[config.mk]
export PLATFORM = sky130hd
export DESIGN_NAME = secuenciador_ejecucion
export DESIGN_NICKNAME = d
export VERILOG_FILES = /design/src/rtl/uaz_pkg.sv /design/src/rtl/secuenciador_ejecucion_banco_registros.sv /design/src/rtl/secuenciador_ejecucion.sv
export SDC_FILE = /design/constraint.sdc
export NUM_CORES = 1
export LEC_CHECK = 0
export ABC_AREA = 1
export CAP_MARGIN = 20
export CORE_MARGIN = 2
export CORE_UTILIZATION = 51
export DETAILED_ROUTE_END_ITERATION = 8
export HOLD_SLACK_MARGIN = 0.08
export PLACE_DENSITY = 0.81
export SYNTH_ARGS = -nofsm -noshare
export SYNTH_HDL_FRONTEND = slang
export SYNTH_SLANG_ARGS = --single-unit
[constraint.sdc]
create_clock -name Reloj -period 1.5 [get_ports Reloj]
set_input_delay 0.225 -clock Reloj [delete_from_list [all_inputs] [get_ports Reloj]]
set_output_delay 0.225 -clock Reloj [all_outputs]
set_load 0.05 [all_outputs]
[src/rtl/uaz_pkg.sv]
// Shared definitions for the 8-bit micro: default widths, opcode encoding
// (common to the execute stage and the ALU) and the execute-stage FSM states.
package uaz_pkg;

    localparam int ANCHO_DATO_DEF     = 8;
    localparam int NUM_REGS_DEF       = 8;
    localparam int ANCHO_DIR_DEF      = 3;
    localparam int ANCHO_OP_DEF       = 4;
    localparam int ANCHO_BANDERAS_DEF = 3;

    localparam logic [ANCHO_OP_DEF-1:0] OP_NOP    = 4'b0000;
    localparam logic [ANCHO_OP_DEF-1:0] OP_LDI    = 4'b0001;
    localparam logic [ANCHO_OP_DEF-1:0] OP_MOV_R0 = 4'b0010;
    localparam logic [ANCHO_OP_DEF-1:0] OP_MOV_RX = 4'b0011;
    localparam logic [ANCHO_OP_DEF-1:0] OP_SUMA   = 4'b1000;
    localparam logic [ANCHO_OP_DEF-1:0] OP_RESTA  = 4'b1001;
    localparam logic [ANCHO_OP_DEF-1:0] OP_SHL    = 4'b1010;
    localparam logic [ANCHO_OP_DEF-1:0] OP_SHR    = 4'b1011;
    localparam logic [ANCHO_OP_DEF-1:0] OP_NOT    = 4'b1100;
    localparam logic [ANCHO_OP_DEF-1:0] OP_AND    = 4'b1101;
    localparam logic [ANCHO_OP_DEF-1:0] OP_OR     = 4'b1110;
    localparam logic [ANCHO_OP_DEF-1:0] OP_XOR    = 4'b1111;

    typedef enum logic [1:0] {
        EST_IDLE     = 2'd0,
        EST_LEER     = 2'd1,
        EST_EJECUTAR = 2'd2,
        EST_ESCRIBIR = 2'd3
    } estado_t;

endpackage

[src/rtl/secuenciador_ejecucion_banco_registros.sv]
// Register file: NUM_REGS x ANCHO_DATO, one synchronous write port,
// two combinational read ports (operand and debug) plus a dedicated R0 tap.
module banco_registros #(
    parameter int ANCHO_DATO = 8,
    parameter int NUM_REGS   = 8,
    parameter int ANCHO_DIR  = 3
) (
    input  logic                  clk,
    input  logic                  rst_n,
    input  logic                  we,
    input  logic [ANCHO_DIR-1:0]  wr_dir,
    input  logic [ANCHO_DATO-1:0] wr_dato,
    input  logic [ANCHO_DIR-1:0]  rd_dir,
    output logic [ANCHO_DATO-1:0] rd_dato,
    input  logic [ANCHO_DIR-1:0]  dbg_dir,
    output logic [ANCHO_DATO-1:0] dbg_dato,
    output logic [ANCHO_DATO-1:0] r0
);

    logic [ANCHO_DATO-1:0] regs_q [NUM_REGS];
    logic [ANCHO_DATO-1:0] regs_d [NUM_REGS];

    always_comb begin
        regs_d = regs_q;
        if (we) begin
            regs_d[wr_dir] = wr_dato;
        end
    end

    // NOTE: this array is architectural state that software expects to be zero
    // after reset, so every entry is cleared here rather than left to the RAM.
    always_ff @(posedge clk or negedge rst_n) begin
        if (!rst_n) begin
            for (int i = 0; i < NUM_REGS; i++) begin
                regs_q[i] <= '0;
            end
        end else begin
            for (int i = 0; i < NUM_REGS; i++) begin
                regs_q[i] <= regs_d[i];
            end
        end
    end

    assign rd_dato  = regs_q[rd_dir];
    assign dbg_dato = regs_q[dbg_dir];
    assign r0       = regs_q[0];

endmodule

[src/rtl/secuenciador_ejecucion.sv]
// Execute stage: accepts one decoded instruction per handshake, feeds the ALU,
// and retires it by writing the register file and latching the ALU flags.
module secuenciador_ejecucion
    import uaz_pkg::*;
#(
    parameter int ANCHO_DATO     = ANCHO_DATO_DEF,
    parameter int NUM_REGS       = NUM_REGS_DEF,
    parameter int ANCHO_DIR      = ANCHO_DIR_DEF,
    parameter int ANCHO_OP       = ANCHO_OP_DEF,
    parameter int ANCHO_BANDERAS = ANCHO_BANDERAS_DEF
) (
    input  logic                      Reloj,
    input  logic                      Reset_n,
    input  logic                      Instr_valido,
    output logic                      Instr_listo,
    input  logic [ANCHO_OP-1:0]       Instr_op,
    input  logic [ANCHO_DIR-1:0]      Instr_rx,
    input  logic [ANCHO_DATO-1:0]     Instr_inm,
    output logic [ANCHO_DATO-1:0]     ALU_R0,
    output logic [ANCHO_DATO-1:0]     ALU_RX,
    output logic [ANCHO_OP-1:0]       ALU_Operacion,
    input  logic [ANCHO_DATO-1:0]     ALU_Resultado,
    input  logic [ANCHO_BANDERAS-1:0] ALU_Banderas,
    output logic [ANCHO_BANDERAS-1:0] Banderas,
    output logic                      Hecho,
    output logic                      Op_invalida,
    input  logic [ANCHO_DIR-1:0]      Dbg_sel,
    output logic [ANCHO_DATO-1:0]     Dbg_dato
);

    estado_t estado_q, estado_d;

    logic [ANCHO_OP-1:0]       op_q, op_d;
    logic [ANCHO_DIR-1:0]      rx_q, rx_d;
    logic [ANCHO_DATO-1:0]     inm_q, inm_d;
    logic [ANCHO_DATO-1:0]     alu_r0_q, alu_r0_d;
    logic [ANCHO_DATO-1:0]     alu_rx_q, alu_rx_d;
    logic [ANCHO_BANDERAS-1:0] banderas_q, banderas_d;
    logic                      hecho_q, hecho_d;
    logic                      op_invalida_q, op_invalida_d;

    logic                  aceptar;
    logic                  retirar;
    logic                  we;
    logic [ANCHO_DIR-1:0]  wr_dir;
    logic [ANCHO_DATO-1:0] wr_dato;
    logic [ANCHO_DATO-1:0] rd_dato;
    logic [ANCHO_DATO-1:0] r0;

    banco_registros #(
        .ANCHO_DATO (ANCHO_DATO),
        .NUM_REGS   (NUM_REGS),
        .ANCHO_DIR  (ANCHO_DIR)
    ) u_banco (
        .clk      (Reloj),
        .rst_n    (Reset_n),
        .we       (we),
        .wr_dir   (wr_dir),
        .wr_dato  (wr_dato),
        .rd_dir   (rx_q),
        .rd_dato  (rd_dato),
        .dbg_dir  (Dbg_sel),
        .dbg_dato (Dbg_dato),
        .r0       (r0)
    );

    // NOTE: sequential state is updated with non-blocking assignments so every
    // flop samples the values from before the edge, independent of block order.
    always_ff @(posedge Reloj or negedge Reset_n) begin
        if (!Reset_n) begin
            estado_q <= EST_IDLE;
        end else begin
            estado_q <= estado_d;
        end
    end

    always_comb begin
        estado_d = estado_q;
        case (estado_q)
            EST_IDLE:     if (aceptar) estado_d = EST_LEER;
            EST_LEER:     estado_d = EST_EJECUTAR;
            EST_EJECUTAR: estado_d = EST_ESCRIBIR;
            EST_ESCRIBIR: estado_d = EST_IDLE;
            default:      estado_d = EST_IDLE;
        endcase
    end

    // The ALU only sees a real opcode while its operands are stable.
    always_comb begin
        Instr_listo   = (estado_q == EST_IDLE);
        retirar       = (estado_q == EST_ESCRIBIR);
        ALU_Operacion = '0;
        if ((estado_q == EST_EJECUTAR || estado_q == EST_ESCRIBIR) && op_q[ANCHO_OP-1]) begin
            ALU_Operacion = op_q;
        end
    end

    assign aceptar = Instr_valido && Instr_listo;

    // NOTE: every signal assigned here gets a default first, so no path through
    // the block can leave one unassigned and infer a latch.
    always_comb begin
        op_d          = op_q;
        rx_d          = rx_q;
        inm_d         = inm_q;
        alu_r0_d      = alu_r0_q;
        alu_rx_d      = alu_rx_q;
        banderas_d    = banderas_q;
        hecho_d       = 1'b0;
        op_invalida_d = 1'b0;
        we            = 1'b0;
        wr_dir        = rx_q;
        wr_dato       = inm_q;

        if (aceptar) begin
            op_d  = Instr_op;
            rx_d  = Instr_rx;
            inm_d = Instr_inm;
        end

        if (estado_q == EST_LEER) begin
            alu_r0_d = r0;
            alu_rx_d = rd_dato;
        end

        if (retirar) begin
            hecho_d = 1'b1;
            if (op_q[ANCHO_OP-1]) begin
                we         = 1'b1;
                wr_dir     = '0;
                wr_dato    = ALU_Resultado;
                banderas_d = ALU_Banderas;
            end else begin
                case (op_q)
                    OP_NOP: ;
                    OP_LDI: we = 1'b1;
                    OP_MOV_R0: begin
                        we      = 1'b1;
                        wr_dir  = '0;
                        wr_dato = rd_dato;
                    end
                    OP_MOV_RX: begin
                        we      = 1'b1;
                        wr_dato = r0;
                    end
                    default: op_invalida_d = 1'b1;
                endcase
            end
        end
    end

    always_ff @(posedge Reloj or negedge Reset_n) begin
        if (!Reset_n) begin
            op_q          <= '0;
            rx_q          <= '0;
            inm_q         <= '0;
            alu_r0_q      <= '0;
            alu_rx_q      <= '0;
            banderas_q    <= '0;
            hecho_q       <= 1'b0;
            op_invalida_q <= 1'b0;
        end else begin
            op_q          <= op_d;
            rx_q          <= rx_d;
            inm_q         <= inm_d;
            alu_r0_q      <= alu_r0_d;
            alu_rx_q      <= alu_rx_d;
            banderas_q    <= banderas_d;
            hecho_q       <= hecho_d;
            op_invalida_q <= op_invalida_d;
        end
    end

    assign ALU_R0      = alu_r0_q;
    assign ALU_RX      = alu_rx_q;
    assign Banderas    = banderas_q;
    assign Hecho       = hecho_q;
    assign Op_invalida = op_invalida_q;

endmodule

==> results.ini, run 1 <==
[floorplan]
fp.dieH_um = 109.3
io_pins = 66
initial_core_util_pct = 52.18
fp-row-count = 38
die_w_um = 109.3

[clocking]
clock-sinks = 102
cts_root_buffer = clkbuf_8
htreeDepth = 3
numCtsBuffers = 9
clk_path_buf_depth = 2

[outcome]
stop_stage = global routing
status = aborted with a tool error
tool.error = [ERROR GRT-0232] Routing congestion too high. Check the congestion heatmap in the GUI.

[grt]
grt_use_total_pct = 65.40
grt_max_degree = 103
grt_remaining_overflow = 20

[yosys]
syn_avg_cell_area_um2 = 7.044
netlist_area_um2 = 5657
yosys_register_bits = 102
seq_area_frac_synth_pct = 45.12
synth_cell_types = 26
syn_nets = 839
syn-instance-count = 803
ys_warn_count = 0

[timing]
worst_path_end_type = sequential cell input
worst_endpoint = u_banco.regs_q[26]$_DFFE_PN0P_/D

[placement]
dp_slack_ns = -0.4643
dp_hpwl_um = 12900
io_buffers = 65
gp_congestion = 0.9410

[kinds of logic after synthesis]
group / synth area share (%)
AND/OR/NAND/NOR: 34.06
buffers and inverters: 8.051
AO/OA/AOI/OAI: 9.688
flip-flops: 45.12
multiplexers: 2.190
adder cells (fa/ha/maj): 0.8848
[metrics by stage]
| stage | area [um^2] | hold WS (ns) | instances |
|---|---|---|---|
| detailed placement | 7358 | 0.3284 | 1056 |
| CTS | 8891 | 0.4114 | 1122 |
| floorplan | 5841 | -0.07059 | 803 |
| global placement | 7358 | 0.3307 | 1056 |
[per-layer routing]
| layer | GRT usage (%) | overflow |
|---|---|---|
| met5 | 14.73 | 0 |
| met4 | 59.49 | 10 |
| met3 | 49.02 | 0 |
| met2 | 82.92 | 10 |
| met1 | 67.73 | 0 |
[synth_stat cells]
cell / number / area [um^2]
clkbuf_1: 15 / 56.30
mux2_2: 11 / 123.9
nand2_1: 324 / 1216
nand3_2: 2 / 20.02
buf_2: 10 / 50.05
inv_2: 11 / 41.29
dfrtp_1: 102 / 2552
ha_1: 4 / 50.05
a21oi_1: 57 / 285.3
nand2_2: 1 / 6.260
inv_1: 73 / 274.0
nor2_8: 1 / 20.02
a31oi_1: 8 / 50.05
clkinv_2: 1 / 5.000
o211ai_1: 1 / 7.510
nor2_1: 69 / 259.0
buf_1: 3 / 11.26
clkinv_1: 3 / 11.26
nand2_4: 8 / 90.09
nand3_4: 1 / 17.52
nor3_1: 1 / 5.000
o21ai_0: 41 / 205.2
nor2_2: 4 / 25.02
inv_4: 1 / 6.260
nand3_1: 49 / 245.2
nor2_4: 2 / 22.52
[repair_timing]
item,CTS
pin swaps,118
resized for setup,279
setup buffers,42
hold buffers,1
endpoints found under the hold margin,102
cloned,9
setup endpoints to repair,77
==> run 2: changes to the inputs <==
- CORE_UTILIZATION: 51 -> 40
- HOLD_SLACK_MARGIN: 0.08 -> not set
- PLACE_DENSITY: 0.81 -> not set
- PLACE_DENSITY_LB_ADDON: not set -> 0.15
- clock period: 1.5 -> 2 ns (I/O delays scaled with it)
==> run 2 against run 1 <==
The run now ends clean. Synthesized cell count unchanged. Area after synthesis unchanged.
==> results.ini, run 2 <==
[floorplan]
core_area_um2 = 13830
fp-row-count = 43
io_pins = 66
dieArea_um2 = 15110
die_w_um = 122.9
initial_core_util_pct = 40.91
fp.dieH_um = 122.9

[timing]
worst_clock_skew_ns = 0.007235
tightest_slew_ns = 0.5207
rsz0062_at_grt = true
finalMaxSlewViolations = 0
hold_viol = 0
setup_viol = 0
period_minus_slack_ns = 1.973
timing.slew.headroom_pct = 65.20
fmax_mhz = 506.8
fin_crit_sh_pct = 98.66
holdWs_ns = 0.4023

[pwr]
p_leak_uw = 0.003809
power_density_nw_per_um2 = 1809
max-vdd-ir-drop_v = 0.0007988

[layout]
area_delta_synth_final_pct = 27.89
antenna_cells = 0
fin_nets = 925
drive_gt1_share_pct = 14.54
final.fill_count = 1339
final_cell_mix = 322 x nand2_1, 101 x dfrtp_1, 69 x inv_1, 66 x nor2_1, 54 x a21oi_1
largest_register = u_banco.regs_q
largest_reg_flops = 56
stdcell_count = 1074
final_common_cell = nand2_1

[clocking]
clk_latency_ns = 0.37
clk_pin_slew_ns = 0.08
cts_tree = built
numCtsBuffers = 9
cts_root_buffer = clkbuf_16
clk_path_buf_depth = 2
htreeDepth = 3
clock-sinks = 102

[setup_path]
max_stage_delay_ns = 0.46
crit_path_top_delay_cell = dfrtp_1
crit_required_ns = 1.70
worstPathCellList = o21ai_0 -> a31oi_1 -> buf_4 -> buf_12
arrival_ns = 1.67
cp-start-kind = register
path_class = reg -> out
end_kind = output port
cp_max_fo = 4

[yosys]
ys_top_cells_by_area = dfrtp_1 45%, nand2_1 21%, a21oi_1 5.0%
yosys_most_used_dff = dfrtp_1
netlist_area_um2 = 5657
syn_nets = 839
seq_area_frac_synth_pct = 45.12
ys_warn_count = 0
synth_top_area_cell = dfrtp_1
syn-instance-count = 803
synth_cell_types = 26
synth-edff-count = 0
synthMostInstantiatedCell = nand2_1
async_flop_share_pct = 100.0
yosys_register_bits = 102
yosysTopAreaCellShare_pct = 45.12
syn_avg_cell_area_um2 = 7.044
synth_common_cells = 324 x nand2_1, 102 x dfrtp_1, 73 x inv_1

[detailed_routing]
antenna_left = 0
drcViolationCount = 0
firstDrtPassIters = 5
vias = 5522
wl_per_cell_um = 16.99
via_per_inst = 5.142
totalWireLength_um = 18250
drtIter0Drc = 460

[grt]
grt_use_total_pct = 25.75
grt_pass1_vias = 5227
grt_remaining_overflow = 0
grt_max_degree = 46
grt_pass1_wl_um = 28790
grt_antenna_before_repair = 0

[placement]
io_buffers = 65
gp_congestion = 0.9725
dp_cells = 1054
dp_hpwl_um = 13310

[job]
drv_cap = 0

[outcome]
status = complete, no violations

[min_path]
min_path_type = in -> async

[run 2: cell counts after synthesis]
Identical to the previous run, type by type.
[run 2: layer usage]
metal  up-vias  part of all wire [%]  GRT usage [%]
met5         -                     0              0
met4         0                   2.7          9.914
met3        32                   7.6          4.520
met2       216                    45          39.47
met1      2599                    44          36.33
li1       2675                     -              -
[run 2: layout make-up]
| type | count | area, um^2 | area share (%) |
|---|---|---|---|
| Sequential cell | 102 | 2554 | 35.30 |
| Clock inverter | 7 | 77.57 | 1.072 |
| Inverter | 89 | 341.6 | 4.722 |
| Multi-Input combinational cell | 584 | 2705 | 37.39 |
| Timing Repair Buffer | 103 | 1106 | 15.29 |
| Clock buffer | 9 | 225.2 | 3.113 |
| Tap cell | 180 | 225.2 | 3.113 |
[run 2: per-stage QoR]
stage	setup WS [ns]	area, um^2	util [%]	TNS [ns]	power [uW]
2_1_floorplan	-0.2598	5657	-	-1.640	8070
3_3_place_gp	-0.2544	6835	49.43	-1.679	10920
3_5_place_dp	-0.2302	6835	49.43	-2.061	11030
4_1_cts	0.001676	7197	52.05	0	12930
5_1_grt	-0.03432	7234	52.32	-0.07159	13940
6_report	0.02689	7234	52.32	0	13080
[run 2: worst paths after layout]
kind | from | to | slack (ns) | cells past startpoint
setup / recovery | u_banco.r0[3]$_DFFE_PN0P_ | Dbg_dato[3] | 0.03 | 4
hold / removal | Reset_n | u_banco.regs_q[51]$_DFFE_PN0P_ | 0.40 | 2
setup reg to reg | rx_q[0]$_DFFE_PN0P_ | u_banco.regs_q[36]$_DFFE_PN0P_ | 0.14 | 12
hold reg to reg | u_banco.regs_q[46]$_DFFE_PN0P_ | u_banco.regs_q[46]$_DFFE_PN0P_ | 0.49 | 2
max in group asynchronous | Reset_n | u_banco.regs_q[10]$_DFFE_PN0P_ | 0.87 | 3
min in group Reloj | u_banco.regs_q[46]$_DFFE_PN0P_ | u_banco.regs_q[46]$_DFFE_PN0P_ | 0.49 | 2
[run 2: kinds of logic after synthesis]
group / synth area share, %
AOI/OAI and AO/OA: 9.688
adders and majority gates: 0.8848
buffers and inverters: 8.051
DFF: 45.12
muxes: 2.190
and+or+nand+nor: 34.06
[run 2: report_power, final]
group	switching [uW]	internal, uW	leakage [uW]
combinational	4810	2540	0.00254
clock	860	984	0.000147
sequential	835	3050	0.00113
[run 2: timing repair]
action	in CTS	in global routing
gates resized for setup	9	25
setup buffers	1	2
hold buffers	1	0
endpoints found under the hold margin	29	0
setup endpoints to repair	28	27
pin swaps	0	2
[run 2: critical path: cells and delay by family (launching register included)]
family / cells / cell delay (ns)
AOI/OAI and AO/OA: 2 / 0.54
DFF: 1 / 0.46
buffers and inverters: 2 / 0.31
Power figures use the tool's default switching activity.
